===== src/rtl/mmu_port_arbiter_pkg.sv =====
// mmu_port_arbiter_pkg: shared FSM encodings, default payload widths and the
// port-tag width derivation used by mmu_port_arbiter and its FIFOs.
package mmu_port_arbiter_pkg;

    typedef enum logic [1:0] {
        ARB_IDLE  = 2'd0,
        ARB_LOAD  = 2'd1,
        ARB_ISSUE = 2'd2
    } arb_state_t;

    localparam int REQ_ID_WIDTH       = 13;
    localparam int ALL_PAGE_IDX_WIDTH = 15;
    localparam int FAIL_REASON_WIDTH  = 1;

    // Tag width for n ports; a single port still needs a 1-bit tag.
    function automatic int port_w_of(input int n);
        return (n <= 2) ? 1 : $clog2(n);
    endfunction

endpackage


===== src/rtl/mmu_port_fifo.sv =====
// mmu_port_fifo: synchronous FIFO, depth 2**PTR, registered read data.
//   clk, rst         : clock, synchronous active-high reset
//   wr, wdata, full  : write side; writes while full are dropped
//   rd, rdata, empty : read side; rdata updates the cycle after an accepted
//                      read and holds otherwise (reads while empty ignored)
module mmu_port_fifo #(
    parameter int W   = 8,
    parameter int PTR = 3
) (
    input  logic         clk,
    input  logic         rst,
    input  logic         wr,
    input  logic [W-1:0] wdata,
    output logic         full,
    input  logic         rd,
    output logic [W-1:0] rdata,
    output logic         empty
);

    logic [W-1:0] mem [2**PTR];
    logic [PTR:0] wp, rp;
    logic do_wr, do_rd;

    // Extra pointer MSB distinguishes full from empty when the indices match.
    assign empty = wp == rp;
    assign full  = (wp[PTR] != rp[PTR]) && (wp[PTR-1:0] == rp[PTR-1:0]);
    assign do_wr = wr && !full;
    assign do_rd = rd && !empty;

    always_ff @(posedge clk)
        if (do_wr) mem[wp[PTR-1:0]] <= wdata;

    always_ff @(posedge clk) begin
        if (rst) begin
            wp    <= '0;
            rp    <= '0;
            rdata <= '0;
        end else begin
            if (do_wr) wp <= wp + 1'b1;
            if (do_rd) begin
                rdata <= mem[rp[PTR-1:0]];
                rp    <= rp + 1'b1;
            end
        end
    end

endmodule


===== src/rtl/mmu_port_arbiter.sv =====
// mmu_port_arbiter: NUM_PORTS-requester front end for the MMU core.
//   Per port: request FIFO (req_submit/req_data/req_fifo_full), response FIFO
//   (rsp_pop/rsp_data/rsp_fifo_not_empty) and an outstanding credit (out_cnt).
//   Core side: round-robin granted request (core_req_*) and tagged responses
//   (core_rsp_*), core_rsp_ready reflecting the tagged port's response FIFO.
//   Optional: MMU_ARB_STATS_EN adds grant_cnt, per-port saturating counts of
//   completed core request handshakes.
module mmu_port_arbiter #(
    parameter int NUM_PORTS = 4,
    parameter int PORT_W    = mmu_port_arbiter_pkg::port_w_of(NUM_PORTS),
    parameter int REQ_W     = 17,
    parameter int RSP_W     = 30,
    parameter int FIFO_PTR  = 3,
    parameter int MAX_OUT   = 4
) (
    input  logic                       clk,
    input  logic                       rst,
    input  logic [NUM_PORTS-1:0]       req_submit,
    input  logic [NUM_PORTS*REQ_W-1:0] req_data,
    output logic [NUM_PORTS-1:0]       req_fifo_full,
    input  logic [NUM_PORTS-1:0]       rsp_pop,
    output logic [NUM_PORTS*RSP_W-1:0] rsp_data,
    output logic [NUM_PORTS-1:0]       rsp_fifo_not_empty,
    output logic                       core_req_valid,
    input  logic                       core_req_ready,
    output logic [REQ_W-1:0]           core_req_data,
    output logic [PORT_W-1:0]          core_req_port,
    input  logic                       core_rsp_valid,
    input  logic [PORT_W-1:0]          core_rsp_port,
    input  logic [RSP_W-1:0]           core_rsp_data,
    output logic                       core_rsp_ready,
    output logic [NUM_PORTS*4-1:0]     out_cnt
`ifdef MMU_ARB_STATS_EN
   ,output logic [NUM_PORTS*16-1:0]    grant_cnt
`endif
);

    import mmu_port_arbiter_pkg::*;

    arb_state_t state, state_n;
    logic [NUM_PORTS-1:0] req_empty, rsp_full, rsp_empty, elig, pop;
    logic [REQ_W-1:0]     req_rd [NUM_PORTS];
    logic [3:0]           cnt [NUM_PORTS];
    logic [PORT_W-1:0]    grant, rr_ptr, pick;
    logic                 hs, tag_ok, rsp_fire, rsp_err;

    // First set bit of e at or after ptr, wrapping; lowest offset wins.
    function automatic logic [PORT_W-1:0] rr_pick(input logic [NUM_PORTS-1:0] e,
                                                  input logic [PORT_W-1:0] ptr);
        logic [PORT_W-1:0] idx;
        rr_pick = '0;
        for (int i = NUM_PORTS - 1; i >= 0; i--) begin
            idx = PORT_W'((int'(ptr) + i) % NUM_PORTS);
            if (e[idx]) rr_pick = idx;
        end
    endfunction

    assign hs             = (state == ARB_ISSUE) && core_req_ready;
    assign tag_ok         = int'(core_rsp_port) < NUM_PORTS;
    // Out-of-range tags are accepted and dropped so the core never stalls on them.
    assign core_rsp_ready = tag_ok ? !rsp_full[core_rsp_port] : 1'b1;
    assign rsp_fire       = core_rsp_valid && core_rsp_ready;
    // Error: bad tag, or a response for a port with no outstanding credit.
    assign rsp_err        = rsp_fire && (!tag_ok || cnt[core_rsp_port] == 4'd0);
    assign pick           = rr_pick(elig, rr_ptr);

    always_comb
        for (int p = 0; p < NUM_PORTS; p++)
            elig[p] = !req_empty[p] && (cnt[p] < 4'(MAX_OUT));

    always_ff @(posedge clk)
        state <= rst ? ARB_IDLE : state_n;

    always_comb begin
        state_n = state;
        pop     = '0;
        case (state)
            ARB_IDLE: if (|elig) begin
                state_n   = ARB_LOAD;
                pop[pick] = 1'b1;
            end
            ARB_LOAD:  state_n = ARB_ISSUE;
            ARB_ISSUE: if (core_req_ready) state_n = ARB_IDLE;
            default:   state_n = ARB_IDLE;
        endcase
    end

    always_ff @(posedge clk) begin
        if (rst) begin
            core_req_valid <= 1'b0;
            core_req_data  <= '0;
            core_req_port  <= '0;
            grant          <= '0;
            rr_ptr         <= '0;
            for (int p = 0; p < NUM_PORTS; p++) cnt[p] <= '0;
        end else begin
            if (state == ARB_IDLE && |elig) grant <= pick;
            // FIFO read data lands during LOAD, one cycle after the IDLE pop.
            if (state == ARB_LOAD) begin
                core_req_data  <= req_rd[grant];
                core_req_port  <= grant;
                core_req_valid <= 1'b1;
            end
            if (hs) begin
                core_req_valid <= 1'b0;
                rr_ptr         <= PORT_W'((int'(grant) + 1) % NUM_PORTS);
            end
            for (int p = 0; p < NUM_PORTS; p++)
                cnt[p] <= cnt[p] + 4'(hs && grant == PORT_W'(p))
                                 - 4'(rsp_fire && !rsp_err && core_rsp_port == PORT_W'(p));
        end
    end

    for (genvar i = 0; i < NUM_PORTS; i++) begin : g_port
        mmu_port_fifo #(.W(REQ_W), .PTR(FIFO_PTR)) u_req (
            .clk   (clk),
            .rst   (rst),
            .wr    (req_submit[i]),
            .wdata (req_data[i*REQ_W +: REQ_W]),
            .full  (req_fifo_full[i]),
            .rd    (pop[i]),
            .rdata (req_rd[i]),
            .empty (req_empty[i])
        );
        mmu_port_fifo #(.W(RSP_W), .PTR(FIFO_PTR)) u_rsp (
            .clk   (clk),
            .rst   (rst),
            .wr    (rsp_fire && tag_ok && core_rsp_port == PORT_W'(i)),
            .wdata (core_rsp_data),
            .full  (rsp_full[i]),
            .rd    (rsp_pop[i]),
            .rdata (rsp_data[i*RSP_W +: RSP_W]),
            .empty (rsp_empty[i])
        );
        assign rsp_fifo_not_empty[i] = !rsp_empty[i];
        assign out_cnt[i*4 +: 4]     = cnt[i];
    end

`ifdef MMU_ARB_STATS_EN
    logic [15:0] gcnt [NUM_PORTS];

    always_ff @(posedge clk)
        for (int p = 0; p < NUM_PORTS; p++)
            if (rst) gcnt[p] <= '0;
            else if (hs && grant == PORT_W'(p) && gcnt[p] != 16'hFFFF) gcnt[p] <= gcnt[p] + 16'd1;

    for (genvar i = 0; i < NUM_PORTS; i++) begin : g_stats
        assign grant_cnt[i*16 +: 16] = gcnt[i];
    end
`endif

endmodule


===== config.mk =====
export PLATFORM = sky130hd
export DESIGN_NAME = mmu_port_arbiter
export DESIGN_NICKNAME = d
export VERILOG_FILES = /design/src/rtl/mmu_port_arbiter_pkg.sv /design/src/rtl/mmu_port_fifo.sv /design/src/rtl/mmu_port_arbiter.sv
export SDC_FILE = /design/constraint.sdc
export NUM_CORES = 2
export LEC_CHECK = 0
export BUFFER_PORTS_ARGS = -buffer_cell sky130_fd_sc_hd__buf_2
export CAP_MARGIN = 20
export CORE_UTILIZATION = 50
export CTS_BUF_LIST = sky130_fd_sc_hd__clkbuf_4 sky130_fd_sc_hd__clkbuf_8
export DETAILED_ROUTE_END_ITERATION = 10
export GPL_TIMING_DRIVEN = 0
export PLACE_DENSITY = 0.77
export SLEW_MARGIN = 40
export SYNTH_ARGS = -nofsm -noshare
export SYNTH_HDL_FRONTEND = slang
export SYNTH_SLANG_ARGS = --single-unit

===== constraint.sdc =====
create_clock -name clk -period 7 [get_ports clk]
set_input_delay 1.05 -clock clk [delete_from_list [all_inputs] [get_ports clk]]
set_output_delay 1.05 -clock clk [all_outputs]
set_load 0.01 [all_outputs]

==> summary.md <==
| Metric | Value |
|---|---|
| Status | `finished, final reports clean` |
| H-tree Lvls | `5` |
| EDFF count, synth | `1504` |
| Iter 0 DRT Violations | `approximately 4200` |
| Global-route wire length before repair | `between 200000 and 250000 um` |
| Routed Antenna Nets | `0` |
| Crit start category | `flip-flop` |
| Final critical-path share of the clock period | `~62%` |
| Post-DP HPWL | `between 100000 and 150000 um` |
| Maximum buffer depth of the clock tree | `4` |
| CTS tree | `done` |
| Post-CTS Setup Bufs | `0` |
| Final core occ | `approximately 59%` |
| Root Buffer | `clkbuf_8` |
| Combinational power share | `between 10% and 20%` |
| Fillers | `approximately 9500` |
| Core ar. | `136000 um2` |
| Hold buffers post-CTS | `0` |
| Number of max-cap violations | `0` |
| Syn Area/Cell | `about 19 um2` |
| IO Pins | `around 280` |
| Routed WL per cell | `around 27 um` |
| Final setup fails | `0` |
| Vias in the first global route | `about 38000` |
| Crit path kind | `flip-flop to output pin` |
| GPL Wtd Cong | `approximately 0.93` |
| Worst-path clk slew | `0.07 ns` |
| Port Buf Inserts | `roughly 270` |
| GRT Overall Usage | `24.9%` |
| Final hold violation count | `0` |
| Fmax | `~230 MHz` |
| Worst Path Required | `around 6.0 ns` |
| Worst Setup End Kind | `output pin` |
| Final layout net count | `approximately 4400` |
| Sw Ratio | `around a quarter` |
| Post-CTS resize count | `0` |
| Global route overflow | `0` |
| Measured slew at the worst slew-check pin | `about 0.90 ns` |
| Routed wire length | `171000 um` |
| Max VDD drop | `around 0.22 mV` |
| Minimum clock period after layout | `about 4.3 ns` |
| Internal Power | `0.0179 W` |
| Initial DRT Pass Iterations | `6` |
| Max Slew Vio Count | `0` |
| Die Footprint | `about 140000 um2` |
| Async set or reset register ratio after synthesis | `0%` |
| Largest net degree at the start of global routing | `33` |
| Synthesized flop and latch total | `roughly 1800` |
| Unrepaired setup endpoints after global routing | `false` |
| Hold crit path type | `input pin to flip-flop` |
| Register area share after synthesis | `roughly three quarters` |
| P_sw | `0.00595 W` |
| Crit path DAT | `3.28 ns` |
| CTS sink count | `around 1800` |
| Yosys warns | `0` |
| Sequential Power Share | `around 51%` |
| # DRC | `0` |
| Synth Instances | `around 3600` |
| Area Overhead vs Synth | `17.0%` |
| Die Span Y | `372 um` |
| Power Dens Cells | `about 300 nW/um2` |
| Rel. slew slack | `between 30% and 40%` |
| Die Width | `between 300 and 400 um` |
| Post-Route Skew | `between 0.04 and 0.05 ns` |
| Row cnt | `between 100 and 150` |
| Post-Syn Area | `68500 um2` |
| Vias/cell | `just under 6` |
| Clk Latency, worst-skew pair | `1.00 ns` |
| CTS Buf Count | `slightly below 300` |
| Post-synth cell types | `55` |
| Prevailing post-synth register cell | `edfxtp_1` |
| Crit path max fanout | `9` |
| Synth Net Count | `~3700` |
| Vias | `between 30000 and 40000` |
| LEAKAGE | `between 20 and 30 nW` |
| Antenna violations before repair | `25` |
| Initial Utilization | `between 50% and 60%` |
| Share of cells above drive strength 1 | `31.9%` |
| Total negative slack | `0 ns` |
| Clock power frac | `between 30% and 40%` |
==> cell usage in the layout (no fill, tap or decap), drive strengths merged, types with 23 or more instances in the layout <==
master,synthesis,routed
nand2,85,85
clkinv,0,60
nor3,23,23
edfxtp,1504,1504
clkbuf,150,586
inv,41,43
buf,75,475
ha,40,40
a211oi,172,172
nand2b,28,28
dfxtp,294,294
xor2,30,30
mux2i,197,197
xnor2,45,45
nor2,233,233
mux4,394,394
a21oi,117,117
==> routing by layer <==
metal	routed length (um)	share of wire (%)	GRT usage, %
met3	18100	11	6.68
met1	63500	37	32.3
met4	6900	4.0	10.5
met2	82600	48	39.8
met5	96	0.056	0
==> cell families after synthesis <==
group / synth area share (%)
xor+xnor: 0.959
flops: 74.5
buf+inv: 1.54
compound gates: 3.40
simple gates: 2.88
mux: 15.9
fa+ha+maj: 0.847
==> power groups by stage <==
stage / logic [W] / clock network [W] / registers [W]
6_report: 0.00280 / 0.00891 / 0.0122
5_1_grt: 0.00299 / 0.00946 / 0.0122
4_1_cts: 0.00279 / 0.00901 / 0.0122
3_5_place_dp: 0.00277 / 0 / 0.0124
3_3_place_gp: 0.00264 / 0 / 0.0124
2_1_floorplan: 0.00171 / 0 / 0.0123
==> worst max-delay path, stage by stage, from the launching register on <==
cell and delay, ns:
dfxtp_1 0.34, clkbuf_1 0.49, xor2_1 0.16, nor4_1 0.52, inv_1 0.09, mux4_2 0.45, buf_2 0.21
==> cells in the mapped netlist, types with 4 or more instances <==
master / count / area [um2]
inv_1: 41 / 154
a311oi_1: 18 / 158
or3_1: 5 / 31.3
buf_1: 48 / 180
a21o_1: 5 / 37.5
or4_1: 5 / 37.5
buf_4: 8 / 60.1
mux4_2: 394 / 8870
o21ai_0: 8 / 40.0
nand4_1: 14 / 87.6
nor2b_1: 12 / 75.1
nand2_1: 85 / 319
mux2i_1: 197 / 1970
nand3_1: 9 / 45.0
and2_1: 13 / 81.3
nand2b_1: 28 / 175
nor4_1: 5 / 31.3
edfxtp_1: 1504 / 45200
xor2_1: 30 / 263
nor3_1: 23 / 115
fa_1: 4 / 80.1
dfxtp_1: 294 / 5890
nor2_1: 230 / 863
o31ai_1: 5 / 37.5
a211oi_1: 172 / 1290
a21oi_1: 117 / 586
ha_1: 40 / 500
clkbuf_1: 150 / 563
buf_2: 18 / 90.1
xnor2_1: 45 / 394
==> sequential cells by signal, summed over array words and instances, names as in the netlist <==
name / count
g_port.u_req.wp: 16
g_port.u_rsp.rdata: 120
rr_ptr: 2
core_req_port: 2
g_port.u_req.rdata: 68
g_port.u_req.rp: 16
grant: 2
cnt: 16
g_port.u_req.mem: 544
g_port.u_rsp.mem: 960
g_port.u_rsp.wp: 16
state: 2
core_req_data: 17
core_req_valid: 1
g_port.u_rsp.rp: 16
==> stage by stage <==
step | power, W | hold slack, ns | setup WS [ns] | area [um2] | std cells
2_1_floorplan | 0.0140 | 0.481 | 2.59 | 68500 | 3563
3_3_place_gp | 0.0150 | 0.445 | 0.234 | 72100 | 5618
3_5_place_dp | 0.0151 | 0.453 | 3.00 | 74400 | 5749
4_1_cts | 0.0240 | 0.268 | 2.59 | 80100 | 6250
5_1_grt | 0.0246 | 0.321 | 2.54 | 80100 | 6260
6_report | 0.0239 | 0.330 | 2.67 | 80100 | 6272
==> final cells by class <==
type                            instances  area, um2  area share, %
Antenna cell                           22       55.1         0.0687
Buffer                                225        975           1.22
Clock buffer                          431       5280           6.59
Clock inverter                         70        404          0.504
Inverter                               41        154          0.192
Multi-Input combinational cell       1499      16900           21.0
Sequential cell                      1798      51000           63.7
Tap cell                             1781       2230           2.78
Timing Repair Buffer                  405       3140           3.92
==> worst paths after layout <==
check	start	to	slack [ns]	cells after the start
worst max-delay path	g_port[1].u_rsp.rp[0]	core_rsp_ready	2.67	6
worst max register to register	g_port[3].u_rsp.rp[0]	g_port[3].u_rsp.mem[2][23]	3.04	11
worst min register to register	core_req_data[8]	core_req_data[8]	0.46	2
worst min-delay path	req_data[12]	g_port[0].u_req.mem[3][12]	0.33	1
(Power assumes the default switching activity.)
